File: src/rtl/regfile_mp_sb_pkg.sv
// Shared defaults and the reset image for the two-write/two-read register file.
package rf_pkg;

    localparam int unsigned DATA_W = 16;
    localparam int unsigned ADDR_W = 4;
    localparam int unsigned NREG   = 2 ** ADDR_W;

    // Index-seeded image keeps the low registers distinguishable after reset.
    function automatic logic [31:0] rf_init_val(input int unsigned idx, input bit initIndex);
        return (initIndex && idx < 8) ? idx : '0;
    endfunction

endpackage

File: src/rtl/regfile_mp_sb_if.sv
// Read, write, issue and status signals of the register file, grouped per side.
interface regfile_mp_sb_if #(
    parameter int unsigned DATA_W = rf_pkg::DATA_W,
    parameter int unsigned ADDR_W = rf_pkg::ADDR_W
);
    logic [ADDR_W-1:0] rd_addr1;
    logic [ADDR_W-1:0] rd_addr2;
    logic [DATA_W-1:0] rd_data1;
    logic [DATA_W-1:0] rd_data2;
    logic              rd_busy1;
    logic              rd_busy2;
    logic [DATA_W-1:0] r_last;
    logic              we1;
    logic [ADDR_W-1:0] waddr1;
    logic [DATA_W-1:0] wdata1;
    logic              we2;
    logic [ADDR_W-1:0] waddr2;
    logic [DATA_W-1:0] wdata2;
    logic              iss_valid;
    logic [ADDR_W-1:0] iss_addr;
    logic              wr_conflict;

    modport slave (
        input  rd_addr1, rd_addr2, we1, waddr1, wdata1, we2, waddr2, wdata2, iss_valid, iss_addr,
        output rd_data1, rd_data2, rd_busy1, rd_busy2, r_last, wr_conflict
    );

    modport master (
        output rd_addr1, rd_addr2, we1, waddr1, wdata1, we2, waddr2, wdata2, iss_valid, iss_addr,
        input  rd_data1, rd_data2, rd_busy1, rd_busy2, r_last, wr_conflict
    );
endinterface

File: src/rtl/regfile_mp_sb_scoreboard.sv
// Per-register busy bits: issue sets, writeback clears, issue wins on a same-cycle collision.
module rf_scoreboard #(
    parameter int unsigned ADDR_W = rf_pkg::ADDR_W,
    parameter bit          BYPASS = 1'b1
) (
    input  logic              clk,
    input  logic              rst,
    input  logic              we1,
    input  logic [ADDR_W-1:0] waddr1,
    input  logic              we2,
    input  logic [ADDR_W-1:0] waddr2,
    input  logic              issValid,
    input  logic [ADDR_W-1:0] issAddr,
    input  logic [ADDR_W-1:0] rdAddr1,
    input  logic [ADDR_W-1:0] rdAddr2,
    output logic              rdBusy1,
    output logic              rdBusy2
);
    localparam int unsigned NREG = 2 ** ADDR_W;

    logic [NREG-1:0] busy;
    logic            hit1;
    logic            hit2;

    always_ff @(posedge clk) begin
        if (!rst) begin
            busy <= '0;
        end else begin
            for (int unsigned i = 0; i < NREG; i++) begin
                if (issValid && issAddr == ADDR_W'(i))
                    busy[i] <= 1'b1;
                else if ((we1 && waddr1 == ADDR_W'(i)) || (we2 && waddr2 == ADDR_W'(i)))
                    busy[i] <= 1'b0;
            end
        end
    end

    always_comb begin
        hit1    = (we1 && waddr1 == rdAddr1) || (we2 && waddr2 == rdAddr1);
        hit2    = (we1 && waddr1 == rdAddr2) || (we2 && waddr2 == rdAddr2);
        rdBusy1 = busy[rdAddr1] && !(BYPASS && hit1);
        rdBusy2 = busy[rdAddr2] && !(BYPASS && hit2);
    end
endmodule

File: src/rtl/regfile_mp_sb.sv
// Two-write/two-read register file with write bypass, optional zero register and busy scoreboard.
module regfile_mp_sb
    import rf_pkg::*;
#(
    parameter int unsigned DATA_W     = rf_pkg::DATA_W,
    parameter int unsigned ADDR_W     = rf_pkg::ADDR_W,
    parameter bit          BYPASS     = 1'b1,
    parameter bit          ZERO_REG   = 1'b0,
    parameter bit          INIT_INDEX = 1'b1
) (
    input logic         clk,
    input logic         rst,
    regfile_mp_sb_if.slave bus
);
    localparam int unsigned NREGS = 2 ** ADDR_W;

    logic [DATA_W-1:0] regs [NREGS];
    logic              w1Eff;
    logic              w2Eff;
    logic              issEff;
    logic              conflictQ;

    // Writes and issues to R0 are squashed here so storage and scoreboard never see them.
    always_comb begin
        w1Eff  = bus.we1 && !(ZERO_REG && bus.waddr1 == '0);
        w2Eff  = bus.we2 && !(ZERO_REG && bus.waddr2 == '0);
        issEff = bus.iss_valid && !(ZERO_REG && bus.iss_addr == '0);
    end

    always_ff @(posedge clk) begin
        if (!rst) begin
            for (int unsigned i = 0; i < NREGS; i++)
                regs[i] <= DATA_W'(rf_init_val(i, INIT_INDEX));
            conflictQ <= 1'b0;
        end else begin
            if (w1Eff) regs[bus.waddr1] <= bus.wdata1;
            if (w2Eff) regs[bus.waddr2] <= bus.wdata2;
            conflictQ <= bus.we1 && bus.we2 && bus.waddr1 == bus.waddr2;
        end
    end

    function automatic logic [DATA_W-1:0] readPort(input logic [ADDR_W-1:0] addr);
        logic [DATA_W-1:0] val;
        val = regs[addr];
        if (BYPASS && w1Eff && bus.waddr1 == addr) val = bus.wdata1;
        if (BYPASS && w2Eff && bus.waddr2 == addr) val = bus.wdata2;
        if (ZERO_REG && addr == '0) val = '0;
        return val;
    endfunction

    always_comb begin
        bus.rd_data1    = readPort(bus.rd_addr1);
        bus.rd_data2    = readPort(bus.rd_addr2);
        bus.r_last      = regs[NREGS-1];
        bus.wr_conflict = conflictQ;
    end

    rf_scoreboard #(
        .ADDR_W (ADDR_W),
        .BYPASS (BYPASS)
    ) uScoreboard (
        .clk      (clk),
        .rst      (rst),
        .we1      (w1Eff),
        .waddr1   (bus.waddr1),
        .we2      (w2Eff),
        .waddr2   (bus.waddr2),
        .issValid (issEff),
        .issAddr  (bus.iss_addr),
        .rdAddr1  (bus.rd_addr1),
        .rdAddr2  (bus.rd_addr2),
        .rdBusy1  (bus.rd_busy1),
        .rdBusy2  (bus.rd_busy2)
    );
endmodule

File: src/flat_wrapper.sv
// flat-port wrapper written by rule: the top's interface ports become plain ports
module regfile_mp_sb_flat import rf_pkg::*;
#(
    parameter int unsigned DATA_W     = rf_pkg::DATA_W,
    parameter int unsigned ADDR_W     = rf_pkg::ADDR_W,
    parameter bit          BYPASS     = 1'b1,
    parameter bit          ZERO_REG   = 1'b0,
    parameter bit          INIT_INDEX = 1'b1
)
  (clk, rst, bus_rd_addr1, bus_rd_addr2, bus_we1, bus_waddr1, bus_wdata1, bus_we2, bus_waddr2, bus_wdata2, bus_iss_valid, bus_iss_addr, bus_rd_data1, bus_rd_data2, bus_rd_busy1, bus_rd_busy2, bus_r_last, bus_wr_conflict);
  regfile_mp_sb_if #(.DATA_W(DATA_W), .ADDR_W(ADDR_W)) bus_i ();
  input logic clk;
  input logic rst;
  input wire logic [$bits(bus_i.rd_addr1)-1:0] bus_rd_addr1;
  input wire logic [$bits(bus_i.rd_addr2)-1:0] bus_rd_addr2;
  input wire logic [$bits(bus_i.we1)-1:0] bus_we1;
  input wire logic [$bits(bus_i.waddr1)-1:0] bus_waddr1;
  input wire logic [$bits(bus_i.wdata1)-1:0] bus_wdata1;
  input wire logic [$bits(bus_i.we2)-1:0] bus_we2;
  input wire logic [$bits(bus_i.waddr2)-1:0] bus_waddr2;
  input wire logic [$bits(bus_i.wdata2)-1:0] bus_wdata2;
  input wire logic [$bits(bus_i.iss_valid)-1:0] bus_iss_valid;
  input wire logic [$bits(bus_i.iss_addr)-1:0] bus_iss_addr;
  output wire logic [$bits(bus_i.rd_data1)-1:0] bus_rd_data1;
  output wire logic [$bits(bus_i.rd_data2)-1:0] bus_rd_data2;
  output wire logic [$bits(bus_i.rd_busy1)-1:0] bus_rd_busy1;
  output wire logic [$bits(bus_i.rd_busy2)-1:0] bus_rd_busy2;
  output wire logic [$bits(bus_i.r_last)-1:0] bus_r_last;
  output wire logic [$bits(bus_i.wr_conflict)-1:0] bus_wr_conflict;
  assign bus_i.rd_addr1 = bus_rd_addr1;
  assign bus_i.rd_addr2 = bus_rd_addr2;
  assign bus_i.we1 = bus_we1;
  assign bus_i.waddr1 = bus_waddr1;
  assign bus_i.wdata1 = bus_wdata1;
  assign bus_i.we2 = bus_we2;
  assign bus_i.waddr2 = bus_waddr2;
  assign bus_i.wdata2 = bus_wdata2;
  assign bus_i.iss_valid = bus_iss_valid;
  assign bus_i.iss_addr = bus_iss_addr;
  assign bus_rd_data1 = bus_i.rd_data1;
  assign bus_rd_data2 = bus_i.rd_data2;
  assign bus_rd_busy1 = bus_i.rd_busy1;
  assign bus_rd_busy2 = bus_i.rd_busy2;
  assign bus_r_last = bus_i.r_last;
  assign bus_wr_conflict = bus_i.wr_conflict;
  regfile_mp_sb #(.DATA_W(DATA_W), .ADDR_W(ADDR_W), .BYPASS(BYPASS), .ZERO_REG(ZERO_REG), .INIT_INDEX(INIT_INDEX)) u_core (.clk(clk), .rst(rst), .bus(bus_i));
endmodule
File: config.mk
export PLATFORM = sky130hd
export DESIGN_NAME = regfile_mp_sb_flat
export DESIGN_NICKNAME = d
export VERILOG_FILES = /design/src/rtl/regfile_mp_sb_pkg.sv /design/src/rtl/regfile_mp_sb_if.sv /design/src/rtl/regfile_mp_sb_scoreboard.sv /design/src/rtl/regfile_mp_sb.sv /design/src/flat_wrapper.sv
export SDC_FILE = /design/constraint.sdc
export NUM_CORES = 1
export LEC_CHECK = 0
export CORE_MARGIN = 3
export CORE_UTILIZATION = 45
export CTS_BUF_LIST = sky130_fd_sc_hd__clkbuf_16
export DETAILED_ROUTE_END_ITERATION = 6
export GPL_ROUTABILITY_DRIVEN = 0
export SYNTH_ARGS = -nofsm -noshare
export SYNTH_HDL_FRONTEND = slang
export SYNTH_SLANG_ARGS = --single-unit
File: constraint.sdc
create_clock -name clk -period 3.16 [get_ports clk]
set_input_delay 0.632 -clock clk [delete_from_list [all_inputs] [get_ports clk]]
set_output_delay 0.632 -clock clk [all_outputs]
set_load 0.01 [all_outputs]
==> qor.json <==
{
  "clock_tree": {
    "tritoncts": "built",
    "clk-insertion-delay-late_ns": 0.56,
    "cts_inserted_buffers": 30,
    "max-clock-path-buffers": 3,
    "worst_setup_hold_path_clk_slew_ns": 0.06,
    "htreeDepth": 1,
    "tritoncts_num_sinks": 273,
    "clockRootBuffer": "clkbuf_16",
    "holdBufCountCts": 0
  },
  "layout": {
    "design.final.nets": 1586,
    "area_growth_syn_to_layout_pct": 29.6,
    "drive_above_1_share_pct": 40.6
  },
  "routing": {
    "ant_nets": 0,
    "drc": 0,
    "vias_per_cell": 6.85,
    "drt_first_iter_violations": 1886,
    "drt_first_pass_iters": 7,
    "route.vias.total": 14100,
    "wire_per_inst_um": 31.8,
    "wl_um": 65300
  },
  "logic_synthesis": {
    "yosysSeqAreaShare_pct": 47.4,
    "post_synth_instance_area_sq_um": 16900,
    "netlist_instances": 1301,
    "yosys.cell_types.count": 54,
    "synth-async-reset-ratio_pct": 0,
    "yosys_warnings": 0,
    "yosys_most_used_dff": "edfxtp_1",
    "area_share_of_the_largest_cell_type_after_synthesis_pct": 45.4,
    "syn-num-nets": 1358,
    "synth_top_cell_by_area": "edfxtp_1",
    "postSynthRegisterBits": 273,
    "synth_top_area_cells": "edfxtp_1 45%, mux4_2 14%, a22o_1 13%",
    "synth_edf_count": 256,
    "synthesis.area_per_instance_sq_um": 13.0
  },
  "power": {
    "vdd_ir_drop_max_mv": 0.391,
    "power_density_nw_per_um2": 458,
    "power_leakage_uw": 0.00797,
    "power.total_uw": 10000
  },
  "setup_path": {
    "kind_of_critical_path": "reg2out",
    "cpMaxStageDelayCell": "mux4_2",
    "crit_chain": "mux4_2 -> mux2i_2 -> nor2b_1 -> or4_1 -> o221a_1 -> buf_2",
    "cpPeakStageDelay_ns": 0.50,
    "end_kind": "primary output",
    "timing.critical_path.required_ns": 2.53,
    "critical_path_arrival_ns": 2.62,
    "start_kind": "register",
    "cp_max_fo": 2
  },
  "die": {
    "design.die.area_sq_um": 40000,
    "placementRows": 70,
    "core-area_sq_um": 36900,
    "initial_core_util_pct": 45.9,
    "die_width_um": 200,
    "boundaryPins": 108,
    "die_height_um": 200
  },
  "global_routing": {
    "grt_start_max_net_pins": 26,
    "first_pass_grt_wire_length_um": 93600,
    "first_global_vias": 13900,
    "grt_antenna_before_repair": 1,
    "groute.usage.overall_pct": 32.1,
    "gr-total-overflow": 0
  },
  "timing": {
    "postLayoutSetupSlackWorst_ns": -0.0904,
    "fin_crit_sh_pct": 103,
    "grt_setup_unrepaired": "yes",
    "time_the_final_worst_path_needs_with_i_o_delays_and_setup_ns": 3.25,
    "max_slew_margin_vs_limit_pct": 41.1,
    "clock_skew_ns": 0,
    "worst_pin_slew_ns": 0.883,
    "setup-violations-final": 19,
    "finalHoldViolCount": 0,
    "fmax_mhz": 308,
    "drv_slew": 0
  },
  "run_status": {
    "outcome": "finished, violations left",
    "violations": "negative setup slack"
  },
  "place": {
    "io_buffer_count": 107,
    "detailed_place_hpwl_um": 44000,
    "dp_slack_ns": -0.640
  },
  "hold_path": {
    "timing.hold.worst.class": "reg2reg"
  },
  "job": {
    "max_cap_viol_count": 0
  }
}
cells in the final DEF, fill, tap and decap left out, types with 20 or more instances in the layout:
cell / n
buf_4: 203
a22o_1: 244
edfxtp_1: 256
o21ai_0: 27
nor2_1: 82
mux2_2: 62
mux4_2: 106
o22ai_1: 26
inv_1: 20
buf_12: 34
buf_6: 45
clkdlybuf4s50_1: 57
clkbuf_16: 35
nand2_1: 30
per-stage QoR:
| stage | utilization [%] | hold WS, ns | setup TNS [ns] | std cells | instance area, sq um |
|---|---|---|---|---|---|
| after CTS | 58.5 | 0.490 | -0.893 | 2048 | 21600 |
| after global placement | 53.9 | 0.467 | -16.39 | 1956 | 19900 |
| final | 59.5 | 0.489 | -0.616 | 2058 | 21900 |
| after global routing | 59.5 | 0.507 | -1.76 | 2057 | 21900 |
| after detailed placement | 53.9 | 0.473 | -16.37 | 1956 | 19900 |
| after floorplan | - | 0.455 | 0 | 1301 | 16900 |
critical path: cells and delay by family, from the launching register on:
| family | cells | cell delay [ns] |
|---|---|---|
| DFF | 1 | 0.42 |
| and+or+nand+nor | 2 | 0.56 |
| muxes | 2 | 0.72 |
| AOI/OAI and AO/OA | 1 | 0.19 |
| buffers and inverters | 1 | 0.17 |
synth_stat cells (5+ instances only):
cell type	count
clkbuf_1	76
nor2_1	94
a22oi_1	12
nand2_1	31
inv_1	15
mux2i_1	32
mux2_2	62
a22o_1	244
a21oi_1	12
or4_1	32
buf_6	8
o21ai_0	30
buf_2	45
xor2_1	13
xnor2_1	7
buf_1	36
nor2b_1	15
nor3b_1	6
dfxtp_1	17
edfxtp_1	256
and2_1	5
nor3_1	12
o22ai_1	40
nand3b_1	6
o221a_2	30
nand3_1	5
mux4_2	104
sequential cells by signal (all words and copies together), names as in the netlist:
name                     count
u_core.bus.wr_conflict       1
u_core.uScoreboard.busy     16
u_core.regs                256
report_power, final:
| group | internal [uW] | leakage, uW | switching (uW) |
|---|---|---|---|
| Sequential | 4200 | 0.00261 | 130 |
| Clock | 2040 | 0.000503 | 1490 |
| Combinational | 1100 | 0.00485 | 1090 |
per-layer routing:
| metal | share of wire [%] | global-route usage (%) | vias up |
|---|---|---|---|
| met5 | 0 | 0 | - |
| met4 | 4.9 | 13.2 | 0 |
| met3 | 11 | 7.18 | 208 |
| met2 | 45 | 50.0 | 1027 |
| met1 | 39 | 44.0 | 7072 |
| li1 | - | - | 5788 |
cell families (layout without fill, tap and decap cells):
| logic type | Yosys count | after routing | synth area share (%) |
|---|---|---|---|
| AOI/OAI and AO/OA | 382 | 382 | 18.6 |
| xor gates and xnor gates | 20 | 20 | 1.04 |
| buffers and inverters | 189 | 441 | 5.26 |
| DFF | 273 | 273 | 47.4 |
| muxes | 200 | 200 | 20.2 |
| other | 0 | 1 | 0 |
| and+or+nand+nor | 237 | 237 | 7.51 |
worst paths after layout:
path	endpoint	startpoint	slack [ns]	cells after the start
setup / recovery	bus_rd_data1[14]	u_core.regs[15][14]$_DFFE_PP_	-0.09	6
hold / removal	u_core.uScoreboard.busy[0]$_SDFFE_PN0P_	u_core.uScoreboard.busy[0]$_SDFFE_PN0P_	0.49	2
setup reg to reg	u_core.uScoreboard.busy[6]$_SDFFE_PN0P_	u_core.uScoreboard.busy[6]$_SDFFE_PN0P_	2.45	2
hold reg to reg	u_core.uScoreboard.busy[0]$_SDFFE_PN0P_	u_core.uScoreboard.busy[0]$_SDFFE_PN0P_	0.49	2
area by class of cell:
class | count | area [sq um]
diodes | 1 | 2.50
clock buffers | 33 | 826
clock inverters | 23 | 166
fillers | 2905 | 14900
inverters | 15 | 56.3
multi-input cells | 839 | 8500
flip-flops and latches | 273 | 8030
well taps | 504 | 631
repair buffers | 370 | 3720
what timing repair did:
item	CTS	global route
resized for setup	246	52
setup buffers	32	13
endpoints found under the setup margin	34	31
pin swaps	19	17
cloned	5	2
(Power assumes the default switching activity.)
